--- src/rtl/fetch_if.sv ---
// Fetch-side bus between the fetch unit, instruction memory and decode.
// Signals:
//   PC              fetch address presented to instruction memory
//   Instruction     combinational memory data for PC
//   redirect_valid  taken branch/JR resolved downstream
//   redirect_target word address to fetch after a redirect
//   halt_req        stop fetching
//   out_valid/out_ready  head-of-buffer handshake toward decode
//   out_instr/out_pc/out_link  head entry (link = pc + 1)
//   halted          fetch FSM is parked in HALT
// master = fetch unit side, slave = memory/decode side.
interface fetch_if;
    logic [31:0] PC;
    logic [31:0] Instruction;
    logic        redirect_valid;
    logic [31:0] redirect_target;
    logic        halt_req;
    logic        out_valid;
    logic        out_ready;
    logic [31:0] out_instr;
    logic [31:0] out_pc;
    logic [31:0] out_link;
    logic        halted;

    modport master (
        output PC, out_valid, out_instr, out_pc, out_link, halted,
        input  Instruction, redirect_valid, redirect_target, halt_req, out_ready
    );

    modport slave (
        input  PC, out_valid, out_instr, out_pc, out_link, halted,
        output Instruction, redirect_valid, redirect_target, halt_req, out_ready
    );
endinterface

--- src/rtl/fetch_unit.sv ---
// Instruction fetch unit with a 2-entry output buffer.
// Ports:
//   clk    rising-edge clock
//   rst_n  asynchronous active-low reset
//   bus    fetch_if.master (PC/Instruction to memory, redirect/halt in,
//          out_* handshake toward decode, halted status)
// Parameter RESET_PC: word address fetched first after reset.
//
// state | meaning
// ------+---------------------------------------------------------
// BOOT  | one idle cycle after reset, no fetch, redirects ignored
// RUN   | fetching; push one entry per cycle unless stalled
// HALT  | PC held, buffer drains; leaves only on redirect
module fetch_unit #(
    parameter logic [31:0] RESET_PC = 32'd0
) (
    input logic    clk,
    input logic    rst_n,
    fetch_if.master bus
);

    typedef enum logic [1:0] {
        ST_BOOT = 2'd0,
        ST_RUN  = 2'd1,
        ST_HALT = 2'd2
    } state_t;

    typedef struct packed {
        logic [31:0] pc;
        logic [31:0] instr;
        logic [31:0] link;
    } entry_t;

    state_t      state_q, state_d;
    logic [31:0] pc_q, pc_d;
    logic [1:0]  count_q, count_d;
    entry_t      ent_q [2];
    entry_t      ent_d [2];
    logic        halted_q;

    logic        valid;
    logic        pop;
    logic        redirect;
    logic        push;
    logic        is_jump;
    logic [31:0] pc_plus1;
    logic [31:0] next_pc;
    entry_t      new_ent;

    assign valid    = (count_q != 2'd0);
    assign pop      = valid && bus.out_ready;
    // A redirect during BOOT is dropped; everywhere else it wins over all.
    assign redirect = bus.redirect_valid && (state_q != ST_BOOT);
    assign push     = (state_q == ST_RUN) && !bus.redirect_valid && !bus.halt_req
                      && ((count_q != 2'd2) || pop);

    assign pc_plus1 = pc_q + 32'd1;
    // Only J/JAL are resolved here; branches and JR pass through untouched.
    assign is_jump  = (bus.Instruction[31:26] == 6'b000001) ||
                      (bus.Instruction[31:26] == 6'b000010);
    assign next_pc  = is_jump ? pc_plus1 + {{16{bus.Instruction[15]}}, bus.Instruction[15:0]}
                              : pc_plus1;
    assign new_ent  = '{pc: pc_q, instr: bus.Instruction, link: pc_plus1};

    always_comb begin
        state_d = state_q;
        pc_d    = pc_q;
        count_d = count_q;
        ent_d   = ent_q;
        if (redirect) begin
            // Flush: any head consumed this cycle is simply gone with the rest.
            state_d = ST_RUN;
            pc_d    = bus.redirect_target;
            count_d = 2'd0;
        end else begin
            case (state_q)
                ST_BOOT: state_d = ST_RUN;
                ST_RUN:  if (bus.halt_req) state_d = ST_HALT;
                ST_HALT: state_d = ST_HALT;
                default: state_d = ST_BOOT;
            endcase
            if (pop) begin
                ent_d[0] = ent_q[1];
                count_d  = count_q - 2'd1;
            end
            if (push) begin
                // Write into the slot just behind the (post-pop) tail.
                if (count_d == 2'd0) begin
                    ent_d[0] = new_ent;
                end else begin
                    ent_d[1] = new_ent;
                end
                count_d = count_d + 2'd1;
                pc_d    = next_pc;
            end
        end
    end

    always_ff @(posedge clk or negedge rst_n) begin
        if (!rst_n) begin
            state_q  <= ST_BOOT;
            pc_q     <= RESET_PC;
            count_q  <= 2'd0;
            ent_q[0] <= '0;
            ent_q[1] <= '0;
            halted_q <= 1'b0;
        end else begin
            state_q  <= state_d;
            pc_q     <= pc_d;
            count_q  <= count_d;
            ent_q[0] <= ent_d[0];
            ent_q[1] <= ent_d[1];
            halted_q <= (state_d == ST_HALT);
        end
    end

    assign bus.PC        = pc_q;
    assign bus.out_valid = valid;
    assign bus.out_instr = valid ? ent_q[0].instr : 32'd0;
    assign bus.out_pc    = valid ? ent_q[0].pc    : 32'd0;
    assign bus.out_link  = valid ? ent_q[0].link  : 32'd0;
    assign bus.halted    = halted_q;

endmodule

--- src/flat_wrapper.sv ---
// flat-port wrapper written by rule: the top's interface ports become plain ports
module fetch_unit_flat 
#(
    parameter logic [31:0] RESET_PC = 32'd0
)
  (clk, rst_n, bus_PC, bus_out_valid, bus_out_instr, bus_out_pc, bus_out_link, bus_halted, bus_Instruction, bus_redirect_valid, bus_redirect_target, bus_halt_req, bus_out_ready);
  fetch_if bus_i ();
  input logic clk;
  input logic rst_n;
  output wire logic [$bits(bus_i.PC)-1:0] bus_PC;
  output wire logic [$bits(bus_i.out_valid)-1:0] bus_out_valid;
  output wire logic [$bits(bus_i.out_instr)-1:0] bus_out_instr;
  output wire logic [$bits(bus_i.out_pc)-1:0] bus_out_pc;
  output wire logic [$bits(bus_i.out_link)-1:0] bus_out_link;
  output wire logic [$bits(bus_i.halted)-1:0] bus_halted;
  input wire logic [$bits(bus_i.Instruction)-1:0] bus_Instruction;
  input wire logic [$bits(bus_i.redirect_valid)-1:0] bus_redirect_valid;
  input wire logic [$bits(bus_i.redirect_target)-1:0] bus_redirect_target;
  input wire logic [$bits(bus_i.halt_req)-1:0] bus_halt_req;
  input wire logic [$bits(bus_i.out_ready)-1:0] bus_out_ready;
  assign bus_PC = bus_i.PC;
  assign bus_out_valid = bus_i.out_valid;
  assign bus_out_instr = bus_i.out_instr;
  assign bus_out_pc = bus_i.out_pc;
  assign bus_out_link = bus_i.out_link;
  assign bus_halted = bus_i.halted;
  assign bus_i.Instruction = bus_Instruction;
  assign bus_i.redirect_valid = bus_redirect_valid;
  assign bus_i.redirect_target = bus_redirect_target;
  assign bus_i.halt_req = bus_halt_req;
  assign bus_i.out_ready = bus_out_ready;
  fetch_unit #(.RESET_PC(RESET_PC)) u_core (.clk(clk), .rst_n(rst_n), .bus(bus_i));
endmodule
--- config.mk ---
export PLATFORM = sky130hd
export DESIGN_NAME = fetch_unit_flat
export DESIGN_NICKNAME = d
export VERILOG_FILES = /design/src/rtl/fetch_if.sv /design/src/rtl/fetch_unit.sv /design/src/flat_wrapper.sv
export SDC_FILE = /design/constraint.sdc
export NUM_CORES = 1
export LEC_CHECK = 0
export ABC_AREA = 1
export BUFFER_PORTS_ARGS = -buffer_cell sky130_fd_sc_hd__buf_2
export CORE_MARGIN = 2
export CORE_UTILIZATION = 55
export CTS_CLUSTER_DIAMETER = 200
export DETAILED_ROUTE_END_ITERATION = 12
export PLACE_DENSITY = 0.77
export RECOVER_POWER = 25
export SLEW_MARGIN = 20
export SYNTH_ARGS = -nofsm -noshare
export SYNTH_HDL_FRONTEND = slang
export SYNTH_SLANG_ARGS = --single-unit
--- constraint.sdc ---
create_clock -name clk -period 3.6 [get_ports clk]
set_input_delay 0.18 -clock clk [delete_from_list [all_inputs] [get_ports clk]]
set_output_delay 0.18 -clock clk [all_outputs]
set_load 0.005 [all_outputs]
==> summary.md <==
| Metric | Value |
|---|---|
| Final WS setup | `0.183 ns` |
| Part of the Yosys area used for sequential elements | `around two fifths` |
| Synth cell types | `between 40 and 50` |
| Dpl ws | `-0.0126 ns` |
| NumNets Final | `between 2000 and 2500` |
| Count of buffers from port buffering | `between 150 and 200` |
| Slew HR | `-94.9%` |
| Die area | `between 0.02 and 0.03 mm2` |
| Final ANT Viol Nets | `0` |
| #FFs+latches synth | `229` |
| Crit path DAT | `between 3 and 4 ns` |
| Iter 0 DRT Violations | `approximately 1500` |
| Synthesized Nets | `around 2200` |
| Die Span Y | `between 150 and 200 um` |
| R2r startpoint | `u_core.bus.PC[1]` |
| YS warnings | `0` |
| DP HPWL | `roughly 35 mm` |
| Root Buffer Master | `clkbuf_16` |
| Fill count | `~2300` |
| Clk_lat worst skew | `between 0.5 and 0.6 ns` |
| Max-Cap Viols | `1` |
| GPL Wtd Cong | `a little under 1` |
| Vias in the first global route | `14200` |
| Share of cells above drive strength 1 | `15.1%` |
| Final antenna diode count | `0` |
| First-pass GRT wire length | `a little under 80 mm` |
| Reg clk slew, reported paths | `0.06 ns` |
| Number of synthesized flops with an enable pin | `0` |
| Setup CP Type | `flip-flop to flip-flop` |
| Main synth FF type | `dfrtp_1` |
| Routed len/inst | `18.7 um` |
| Setup crit start kind | `flip-flop` |
| Initial antenna violation count | `0` |
| Register Area | `roughly 0.0057 mm2` |
| Core ar. | `approximately 0.026 mm2` |
| Drc violations | `0` |
| Vias per inst | `around 5.5` |
| Synth async-reset ratio | `100%` |
| Status | `finished with violations` |
| Vias | `about 15000` |
| CP max FO | `6` |
| Final period utilization | `between 90 and 100%` |
| Area of the multi-input gates | `between 0.007 and 0.008 mm2` |
| IO Pins | `roughly 200` |
| Worst vdd ir | `around 0.49 mV` |
| Chip width | `around 170 um` |
| DRT Pass-1 Iters | `5` |
| Biggest area consumer among synthesized cells | `dfrtp_1` |
| PwrDens | `around 780 mW/mm2` |
| H-tree depth | `1` |
| WL final | `roughly 50 mm` |
| Area growth syn-to-layout | `20.6%` |
| Deepest clock path buffer count | `3` |
| Worst Hold Class | `input pin to flip-flop` |
| Clock Skews | `around 0.019 ns` |
| CTS Buf Count | `26` |
| Setup crit end kind | `flip-flop` |
| Total track usage | `between 30% and 40%` |
| Unrepaired setup endpoints after global routing | `yes` |
| Required @ worst endpoint | `roughly 4.0 ns` |
| Slew Limit Fails | `between 100 and 150` |
| Post-synthesis area per instance | `roughly 7 um2` |
| Leak pwr | `approximately 0.0095 uW` |
| Critical Path Start | `u_core.bus.PC[1]` |
| Synth top area cells | `dfrtp_1, nand2_1, inv_1, o21ai_0, nor2_1` |
| Finished Layout Cells | `~2700` |
| Post-Syn Area | `around 0.015 mm2` |
| Setup TNS | `0 ns` |
| Hold Crit Start | `bus_redirect_target[17]` |
| CTS Sinks | `between 200 and 250` |
| Tightest Pin Transition | `about 3 ns` |
| Final worst path period need | `around 3.4 ns` |
| Yosys top cell area share | `between 30 and 40%` |
| Total power draw | `approximately 14000 uW` |
| Gate Count Post-Synth | `roughly 2100` |
| Overflow after GRT | `0` |
| Largest net degree at the start of global routing | `~120` |
| Hold Vio Cnt, Final | `0` |
| Failing checks | `max-capacitance violations, max-slew violations` |
| Starting density of the core | `between 50% and 60%` |
| Placed insts | `between 2000 and 3000` |
| Setup Viol. Count Final | `0` |
| CTS tree | `yes` |
| Row cnt | `between 50 and 60` |
| Fmax | `293 MHz` |
==> where the power goes <==
part	total (uW)	internal, uW	switching, uW	leakage, uW
registers	4380	3760	625	0.00278
clock network	2750	1630	1120	0.000443
logic	6430	2310	4110	0.00623
total	13600	7700	5860	0.00946
==> metal layers <==
layer  vias to the layer above  global-route usage [%]  wire length (um)
li1                       7174                       -                 -
met1                      7030                    47.1             20800
met2                       687                    59.2             23700
met3                       112                    5.85              4040
met4                         0                    13.8              2070
met5                         -                       0                 0
==> cells in the mapped netlist, drive strengths merged, types with 16 or more instances <==
cell / instances
a21oi: 42
buf: 47
nor2: 227
nand2: 709
xor2: 16
ha: 42
inv: 304
clkbuf: 57
a32oi: 71
dfrtp: 229
o21ai: 204
nand3: 87
==> kinds of logic (layout without fill, tap and decap cells) <==
group                      Yosys count  in the layout  share of synthesized area, %
AOI/OAI and AO/OA                  349            349                          14.5
xor gates and xnor gates            19             19                          1.20
adders and majority gates           43             43                          3.76
buffers and inverters              410            667                          11.4
DFF                                229            229                          39.5
and+or+nand+nor                   1067           1067                          29.6
==> stage by stage <==
stage | util [%] | hold slack (ns) | instance area (um2)
after floorplan | - | -0.116 | 14500
after global placement | 61.5 | 0.334 | 16000
after detailed placement | 61.5 | 0.333 | 16000
after CTS | 67.1 | 0.000633 | 17400
after global routing | 67.3 | 0.0120 | 17500
final | 67.3 | 0.0139 | 17500
==> layout by cell type, fill, tap and decap left out, types with 3 or more instances in the layout <==
master	netlist	routed
o22ai_1	5	5
nor2_2	7	14
o211ai_1	9	9
nand2_2	3	6
nand3_1	86	84
xor2_1	15	14
nand2_1	704	701
a32oi_1	71	71
inv_2	4	3
nor2_1	216	207
ha_1	42	37
nor3_1	12	11
and2_1	6	6
o221ai_1	4	4
or2_2	7	7
buf_2	28	196
clkbuf_1	54	6
o21bai_1	3	3
buf_4	7	51
clkinv_2	1	10
nor2_4	4	6
dlygate4sd3_1	0	56
bufinv_16	0	3
xnor2_1	3	3
inv_1	299	298
ha_2	0	4
a22oi_1	3	3
nand3b_1	3	3
a31oi_1	4	4
o21ai_1	6	6
clkbuf_16	0	26
o21ai_0	197	196
nand4_1	12	12
nand3_2	1	3
clkbuf_8	0	4
a21oi_1	42	40
dfrtp_1	229	228
buf_12	0	8
==> flip-flops by register name, indices dropped and copies added, names as in the netlist <==
| register | count |
|---|---|
| u_core.bus.PC | 32 |
| u_core.state_q | 2 |
| u_core.ent_q | 192 |
| u_core.bus.halted | 1 |
| u_core.count_q | 2 |
==> timing repair <==
item	in CTS	in global routing
endpoints found under the setup margin	1	23
resized for setup	1	24
pin swaps	0	0
hold endpoints to repair	199	1
buffers inserted	0	0
hold buffers	55	1
==> critical path: stages (launching register included) <==
cell and delay, ns:
dfrtp_2 0.42, ha_2 0.27, nand2_1 0.12, nor2_4 0.14, nand3_2 0.10, nor2_2 0.16, nand2_1 0.14, xor2_1 0.17
buf_4 0.18, ha_2 0.41, nand2_1 0.15, nor3_2 0.22, buf_4 0.15, nand2_1 0.05, nor2_1 0.09, nand2_1 0.08
nand2_1 0.09, nand2_1 0.05, nand3_1 0.15, nand2_1 0.09, nand2_1 0.06, nand2_1 0.05
==> path summary, 6_finish.rpt <==
kind	end	slack (ns)	cells after the start
worst max-delay path	u_core.bus.PC[26]	0.18	21
worst min-delay path	u_core.bus.PC[17]	0.01	5
worst max register to register	u_core.bus.PC[26]	0.18	21
worst min register to register	u_core.ent_q[7]	0.47	2
max in group asynchronous	u_core.ent_q[25]	0.73	2
min in group asynchronous	u_core.ent_q[140]	1.07	2
==> area by class of cell <==
class | count | share of cell area, %
clock buffers | 34 | 4.12
clock inverters | 14 | 0.937
inverters | 306 | 6.61
multi-input cells | 1478 | 41.2
flip-flops and latches | 229 | 32.8
well taps | 335 | 2.40
repair buffers | 313 | 12.0
Power figures use the tool's default switching activity.
